[src/rtl/neuron_pkg.sv]
// Shared Q-format constants and FSM encoding for the neuron MAC datapath.
// Consumed by neuron_mac, fx_mul and later layers that reuse the same number format.
package neuron_pkg;

   localparam int FX_N = 32;
   localparam int FX_Q = 16;

   localparam logic [FX_N-1:0] FX_ONE = FX_N'(1) << FX_Q;
   localparam logic [FX_N-1:0] FX_MAX = {1'b0, {(FX_N-1){1'b1}}};
   localparam logic [FX_N-1:0] FX_MIN = {1'b1, {(FX_N-1){1'b0}}};

   typedef logic [2:0] state_t;

   localparam state_t ST_IDLE  = 3'd0;
   localparam state_t ST_ACC   = 3'd1;
   localparam state_t ST_DRAIN = 3'd2;
   localparam state_t ST_FIN   = 3'd3;
   localparam state_t ST_OUT   = 3'd4;

endpackage

[src/rtl/fx_mul.sv]
// Signed fixed-point multiply: full-width product, arithmetic shift right by Q, registered.
// Latency 1 cycle; en low registers zero so an idle cycle contributes nothing downstream.
// No backpressure: the caller gates en with its own handshake.
module fx_mul
   import neuron_pkg::*;
#(
   parameter int N   = FX_N,
   parameter int Q   = FX_Q,
   parameter int P_W = 2*FX_N
)(
   input  logic           clk,
   input  logic           rst,
   input  logic           en,
   input  logic [N-1:0]   a,
   input  logic [N-1:0]   b,
   output logic [P_W-1:0] p
);

   logic signed [2*N-1:0] full;
   logic signed [2*N-1:0] scaled;

   assign full   = (2*N)'($signed(a)) * (2*N)'($signed(b));
   // Arithmetic shift truncates toward minus infinity.
   assign scaled = full >>> Q;

   always_ff @(posedge clk) begin
      if (rst)
         p <= '0;
      else if (en)
         p <= P_W'(scaled);
      else
         p <= '0;
   end

endmodule

[src/rtl/neuron_mac.sv]
// MAC neuron: streams x*w beats into an accumulator, adds latched bias, emits Q16.16 phase.
// Latency: last beat accepted in cycle T gives out_valid in T+3; NEURON_MAC_SAT_EN enables saturation.
// Backpressure: in_ready low from DRAIN until the output handshake; OUT holds until out_ready.
module neuron_mac
   import neuron_pkg::*;
#(
   parameter int N     = FX_N,
   parameter int Q     = FX_Q,
   parameter int ACC_W = 64,
   parameter int CNT_W = 10
)(
   input  logic         clk,
   input  logic         rst,
   input  logic         in_valid,
   output logic         in_ready,
   input  logic [N-1:0] in_x,
   input  logic [N-1:0] in_w,
   input  logic         in_last,
   input  logic [N-1:0] bias,
   output logic         out_valid,
   input  logic         out_ready,
   output logic [N-1:0] out_phase,
   output logic         out_ovf,
   output logic         out_len_err
);

   state_t                   state;
   logic signed [ACC_W-1:0]  acc;
   logic        [ACC_W-1:0]  prod_q;
   logic        [N-1:0]      bias_q;
   logic        [CNT_W-1:0]  cnt;
   logic                     len_err_q;
   logic                     accept;
   logic                     at_max;

   assign in_ready  = !rst && (state == ST_IDLE || state == ST_ACC);
   assign accept    = in_valid && in_ready;
   assign out_valid = (state == ST_OUT);
   // cnt holds beats already taken, so all-ones means this beat is number 2^CNT_W.
   assign at_max    = (state == ST_ACC) && (cnt == {CNT_W{1'b1}});

   fx_mul #(.N(N), .Q(Q), .P_W(ACC_W)) u_mul (
      .clk (clk),
      .rst (rst),
      .en  (accept),
      .a   (in_x),
      .b   (in_w),
      .p   (prod_q)
   );

`ifdef NEURON_MAC_SAT_EN
   localparam logic signed [ACC_W-1:0] SUM_MAX = (ACC_W'(1) <<< (N-1)) - ACC_W'(1);
   localparam logic signed [ACC_W-1:0] SUM_MIN = -(ACC_W'(1) <<< (N-1));
   logic signed [ACC_W-1:0] sum;
   assign sum = acc + ACC_W'($signed(bias_q));
`endif

   always_ff @(posedge clk) begin
      if (rst) begin
         state       <= ST_IDLE;
         acc         <= '0;
         bias_q      <= '0;
         cnt         <= '0;
         len_err_q   <= 1'b0;
         out_phase   <= '0;
         out_ovf     <= 1'b0;
         out_len_err <= 1'b0;
      end else begin
         case (state)
            ST_IDLE: begin
               if (accept) begin
                  acc       <= '0;
                  bias_q    <= bias;
                  cnt       <= CNT_W'(1);
                  len_err_q <= 1'b0;
                  state     <= in_last ? ST_DRAIN : ST_ACC;
               end
            end
            ST_ACC: begin
               // The product register carries zero on gap cycles, so add unconditionally.
               acc <= acc + prod_q;
               if (accept) begin
                  cnt <= cnt + CNT_W'(1);
                  if (in_last || at_max)
                     state <= ST_DRAIN;
                  if (at_max)
                     len_err_q <= 1'b1;
               end
            end
            ST_DRAIN: begin
               acc   <= acc + prod_q;
               state <= ST_FIN;
            end
            ST_FIN: begin
`ifdef NEURON_MAC_SAT_EN
               if (sum > SUM_MAX) begin
                  out_phase <= SUM_MAX[N-1:0];
                  out_ovf   <= 1'b1;
               end else if (sum < SUM_MIN) begin
                  out_phase <= SUM_MIN[N-1:0];
                  out_ovf   <= 1'b1;
               end else begin
                  out_phase <= sum[N-1:0];
                  out_ovf   <= 1'b0;
               end
`else
               out_phase <= acc[N-1:0] + bias_q;
               out_ovf   <= 1'b0;
`endif
               out_len_err <= len_err_q;
               state       <= ST_OUT;
            end
            ST_OUT: begin
               if (out_ready)
                  state <= ST_IDLE;
            end
            default: state <= ST_IDLE;
         endcase
      end
   end

endmodule

[config.mk]
export PLATFORM = sky130hd
export DESIGN_NAME = neuron_mac
export DESIGN_NICKNAME = d
export VERILOG_FILES = /design/src/rtl/neuron_pkg.sv /design/src/rtl/fx_mul.sv /design/src/rtl/neuron_mac.sv
export SDC_FILE = /design/constraint.sdc
export NUM_CORES = 2
export LEC_CHECK = 0
export ABC_CLOCK_PERIOD_IN_PS = 17550
export BUFFER_PORTS_ARGS = -buffer_cell sky130_fd_sc_hd__buf_2
export CORE_MARGIN = 1
export CORE_UTILIZATION = 50
export CTS_CLUSTER_DIAMETER = 200
export DETAILED_ROUTE_END_ITERATION = 10
export GPL_ROUTABILITY_DRIVEN = 0
export GPL_TIMING_DRIVEN = 0
export PLACE_DENSITY = 0.67
export SYNTH_ARGS = -nofsm -noshare
export SYNTH_HDL_FRONTEND = slang
export SYNTH_SLANG_ARGS = --single-unit
export TNS_END_PERCENT = 5
[constraint.sdc]
create_clock -name clk -period 17.55 [get_ports clk]
set_input_delay 1.755 -clock clk [delete_from_list [all_inputs] [get_ports clk]]
set_output_delay 1.755 -clock clk [all_outputs]
set_load 0.005 [all_outputs]
After elaboration in Yosys (flattened, before gate mapping)
Index checks and enable logic that the tools add are counted.
{"block": "word_totals", "ff_bits": 191, "out_inout_bits": 36, "word_cells": 54}
{"block": "op_classes", "n_addsub": 3, "multipliers": 1, "eq_ne": 10, "muxes": 15, "n_bitwise": 1, "n_reduce_logical": 16}
{"op": "one-hot mux 64 bit (2 select lines)", "n": 1}
{"op": "adder 64 bit", "n": 1}
{"op": "multiplier 32 x 32 -> 64 bit", "n": 1}
{"op": "2-to-1 mux 64 bit", "n": 1}
{"op": "adder 32 bit", "n": 1}
{"op": "2-to-1 mux 10 bit", "n": 2}
{"op": "one-hot mux 10 bit (2 select lines)", "n": 1}
{"op": "one-hot mux 3 bit (5 select lines)", "n": 1}
{"op": "2-to-1 mux 3 bit", "n": 4}
{"op": "adder 10 x 1 -> 10 bit, second input constant", "n": 1}
{"op": "equality test 10 bit, second input constant", "n": 1}
{"op": "AND reduction 4 bit", "n": 2}
{"op": "equality test 3 x 2 -> 1 bit, second input constant", "n": 2}
{"op": "inequality test 2 bit, second input constant", "n": 3}
{"op": "inequality test 2 x 1 -> 1 bit, second input constant", "n": 2}
{"op": "AND reduction 2 bit", "n": 2}
{"op": "nonzero test 2 bit", "n": 2}
{"op": "OR reduction 2 bit", "n": 2}
{"op": "equality test 3 x 1 -> 1 bit, second input constant", "n": 1}
{"op": "equality test 3 bit, second input constant", "n": 1}
{"op": "logical AND 1 bit", "n": 3}
{"op": "logical NOT 3 bit", "n": 1}
{"op": "2-to-1 mux 1 bit", "n": 3}
{"op": "AND reduction 3 bit", "n": 1}
{"op": "other kinds (5)", "n": 6}

Depth between registers and ports, before layout
{"block": "logic_depth", "word_depth": 6, "depth_mapped": 29}

Hierarchy
A second synthesis with hierarchy kept.
{"block": "hier_totals", "hier_cells": 4747, "area_unflattened_um2": 43625.6}
{"mod": "fx_mul", "n_inst": 1, "cells_per_inst": 3886, "area_per_inst_um2": 36792.8, "seq_area_each_um2": 960.9}
{"mod": "neuron_mac", "n_inst": 1, "cells_per_inst": 861, "area_per_inst_um2": 6832.8, "seq_area_each_um2": 2222.1}

Least setup slack after synthesis
No wires, ideal clock.
{"block": "synth_path", "path_kind": "input to register", "start": "in in_x[21]", "end": "reg u_mul.p[26]", "setup_time_ns": 0.130, "arrival_time_ns": 8.286, "setup_slack_ns": 9.133, "path_stages": 25, "cell_sequence": "clkbuf_1 -> clkbuf_1 -> nand2_1 -> fa_1 -> fa_1 -> fa_1 -> fa_1 -> inv_1 -> fa_1 -> fa_1 -> fa_1 -> inv_1 -> fa_1 -> inv_1 -> ha_1 -> o21ai_0 -> and2_1 -> a211o_1 -> o21a_1 -> o211ai_1 -> a2bb2oi_2 -> a21oi_1 -> o21bai_1 -> o311ai_1 -> o31ai_1"}
{"block": "synth_via", "elab_chain_len": 1}
{"item": "start: declaration", "line_no": "neuron_mac.sv:16", "rtl": "input logic [N-1:0] in_x,"}
{"item": "multiplier 32 x 32 -> 64 bit", "line_no": "fx_mul.sv:22", "rtl": "assign full = (2*N)'($signed(a)) * (2*N)'($signed(b));"}
{"item": "end signal: assignment", "line_no": "fx_mul.sv:30", "rtl": "p <= P_W'(scaled);"}
{"item": "end: declaration", "line_no": "fx_mul.sv:16", "rtl": "output logic [P_W-1:0] p"}
Every way passes these cells.
A chain may end at the register's enable or synchronous reset.

Worst setup path in the final report
{"block": "layout_path", "start": "in in_w[2]", "end": "reg u_mul.p[30]"}
{"block": "layout_via", "elab_chain_len": 1}
{"item": "start: declaration", "line_no": "neuron_mac.sv:17", "rtl": "input logic [N-1:0] in_w,"}
{"item": "multiplier 32 x 32 -> 64 bit", "line_no": "fx_mul.sv:22"}
Every way passes these cells.

==> impl_results.md <==
* Crit Path Class: in -> reg
* Ys async rst share at 0%
* Max incr delay on CP at 850 ps
* Commonest non-fill, non-tap cell in the layout: fa_1
* Worst hold path startpoint: out_phase[24]$_SDFFE_PP0P_
* HP Class: reg -> reg
* Synth area leader: fa_1
* Core ar. at 70640 um2
* CTS max path bufs at 2
* Cell Area, Synth at 35980 um2
* WL met2 at 50.17 mm
* Sum of routed wire segments on met1 at between 40 and 50 mm
* Num CTS Buffers at 17
* Row cnt at 97
* Die H at 270.2 um
* Launch point of the worst reg-to-reg path: acc[0]$_SDFFE_PP0P_
* Crit path DAT at 10480 ps
* Total Routing Usage GR at 32.51%
* Startpoint class of the critical path: primary input
* Die Wd at 270.2 um
* Hold path depth at 2
* Grt ovf at 0
* Setup Fix Bufs, Post-CTS at 0
* Sequential cell area fraction in the yosys report at 7.957%
* Cell count after synthesis at 3988
* CP Max Fanout at 10
* Most frequent CP cell: fa_1
* CTS tree: done
* First-pass GRT wire length at 176.8 mm
* Status: finished clean
* RSZ-0062 raised after global routing: false
* Worst Tran Pin Value at 1277 ps
* Net Count, Synth at 5155
* Footprint of the multi-input gates at 29300 um2
* Pins Over Slew Limit at 0
* Min Tclk post-route at 10190 ps
* Largest net degree at the start of global routing at 17
* CTS resizes at 0
* Post-synth top flop: dfxtp_1
* Final period utilization at approximately 58%
* Slowest-stage cell, CP: clkbuf_1
* Worst R2R Setup Slack at 13920 ps
* R2R depth at 12
* Initial antenna violation count at 5
* Fill cell count at ~6600
* Setup crit start: in_w[2]
* DRT Wirelength at about 120 mm
* Wire per inst at 22.66 um
* Via/cell ratio at 5.535
* Reg2Reg Capture Point: acc[30]$_SDFFE_PP0P_
* Worst path required time at 17840 ps
* Post-synth EDFFs at 0
* Setup TNS at 0 ps
* Share of layout cells above drive strength 1 at under 10%
* Final ANT Viol Nets at 0
* Setup-failing EPs final at 0
* CP Capture Type: register
* DRT Pass-1 Iters at 5
* Initial Util at 50.93%
* Ys Warns at 0
* Final Hold Viols at 0
* Max_cap viols at 0
* Clock Pin Slew Worst Setup and Hold Paths at 60 ps
* Syn-to-layout area delta at 6.806%
* Synthesized area per cell at 9.021 um2
* Met3 Routed Length at 12.51 mm
* Ports at 137
* F_max at 98.12 MHz
* Ranking of synthesized cells by area: fa_1, inv_1, dfxtp_1, ha_1, and2_1
* Initial DRC count at 2433
* Commonest cells after routing, fill and taps aside: fa_1, inv_1, nand2_1, and2_1, ha_1
* Final nets at between 5000 and 6000
* Vias in the first global route at 29590
* Clock Skews at 9.689 ps
* Share of the synthesized area in the top cell type at 46.74%
* Uppermost layer routed: met5
* Remaining DRCs at 0
* H-tree Lvls at 4
* CTS Hold Buffers Added at 0
* Slew HR at around 15%
* PortBufs at 129
* Hold endpoint: out_phase[24]$_SDFFE_PP0P_
* Dpl hpwl at 97.78 mm
* Count of cell types in the netlist at 66
* Full die area at roughly 73000 um2
* Count of state elements after synthesis at between 100 and 150
* Worst-Skew Late Latency at 430 ps
* # clock sinks at 143
* Root Buffer: clkbuf_16
* Reg area at 2863 um2
* Vias at 28181
## synthesized netlist by cell type, types with 5 or more instances
cell type / count
a21o_1: 42
xor2_1: 38
a21oi_1: 146
o21ai_1: 10
nand4_1: 10
inv_1: 803
or3_1: 5
o21bai_1: 9
o21a_1: 18
a211oi_1: 18
nor2_1: 84
o21ai_0: 32
o31ai_1: 5
a31oi_1: 8
nand3_1: 38
nand2_1: 631
nand2b_1: 22
nor3_1: 11
dfxtp_1: 143
clkbuf_1: 206
and2_1: 426
nor2b_1: 21
a22o_1: 14
and4_1: 6
ha_1: 226
and3_1: 9
fa_1: 840
a211o_1: 6
xnor2_1: 95
## sequential cells by signal (all words and copies together), names as in the netlist
signal       cells
acc             32
bias_q          32
cnt             10
len_err_q        1
out_len_err      1
out_phase       32
state            3
u_mul.p         32
## critical path: cells and delay by family
family / cells / cell delay, ps
compound gates: 7 / 1320
xor+xnor: 1 / 580
fa+ha+maj: 9 / 4730
buf+inv: 5 / 1700
simple gates: 3 / 370
## per-stage QoR
stage | instance area (um2) | utilization [%] | hold WS (ps) | worst slack (ps) | std cells
6_report | 38430 | 54.40 | 446.4 | 7358 | 5091
5_1_grt | 38420 | 54.40 | 464.6 | 7095 | 5090
4_1_cts | 38420 | 54.39 | 450.1 | 7603 | 5088
3_5_place_dp | 37800 | 53.51 | 442.4 | 7155 | 5057
3_3_place_gp | 37800 | 53.51 | 435.7 | 7176 | 5057
2_1_floorplan | 35980 | - | 431.6 | 9133 | 3988
## final cells by class
class	count	share of cell area, %
tap	940	3.061
sequential	143	7.450
clock inverter	14	0.5047
buffer	211	2.071
multi-input combinational	2831	76.26
clock buffer	17	1.107
inverter	803	7.844
antenna	3	0.01954
timing repair buffer	129	1.680
## metal layers
metal | vias to the layer above | GRT usage, %
li1 | 12139 | -
met1 | 14104 | 41.42
met2 | 1531 | 50.24
met3 | 405 | 7.192
met5 | - | 0
met4 | 2 | 20.68
## cells by family after synthesis
| kind of cell | after synthesis | synth area share [%] |
|---|---|---|
| other | 1 | 0.01042 |
| flip-flops | 143 | 7.957 |
| buffers and inverters | 1014 | 10.59 |
| AND/OR/NAND/NOR | 1279 | 17.18 |
| AO/OA/AOI/OAI | 349 | 6.333 |
| adder cells (fa/ha/maj) | 1066 | 54.60 |
| XOR/XNOR | 133 | 3.238 |
| multiplexers | 3 | 0.08694 |
## worst max-delay path by stage
stage / to
finish: u_mul.p[30]$_SDFF_PP0_
CTS: u_mul.p[25]$_SDFF_PP0_
global placement: u_mul.p[25]$_SDFF_PP0_
global route: u_mul.p[31]$_SDFF_PP0_
floorplan: u_mul.p[26]$_SDFF_PP0_
detailed placement: u_mul.p[25]$_SDFF_PP0_
Power is left out: the tool's default activity adds up to more than one toggle a clock period on the data nets, which glitch-free logic cannot reach.
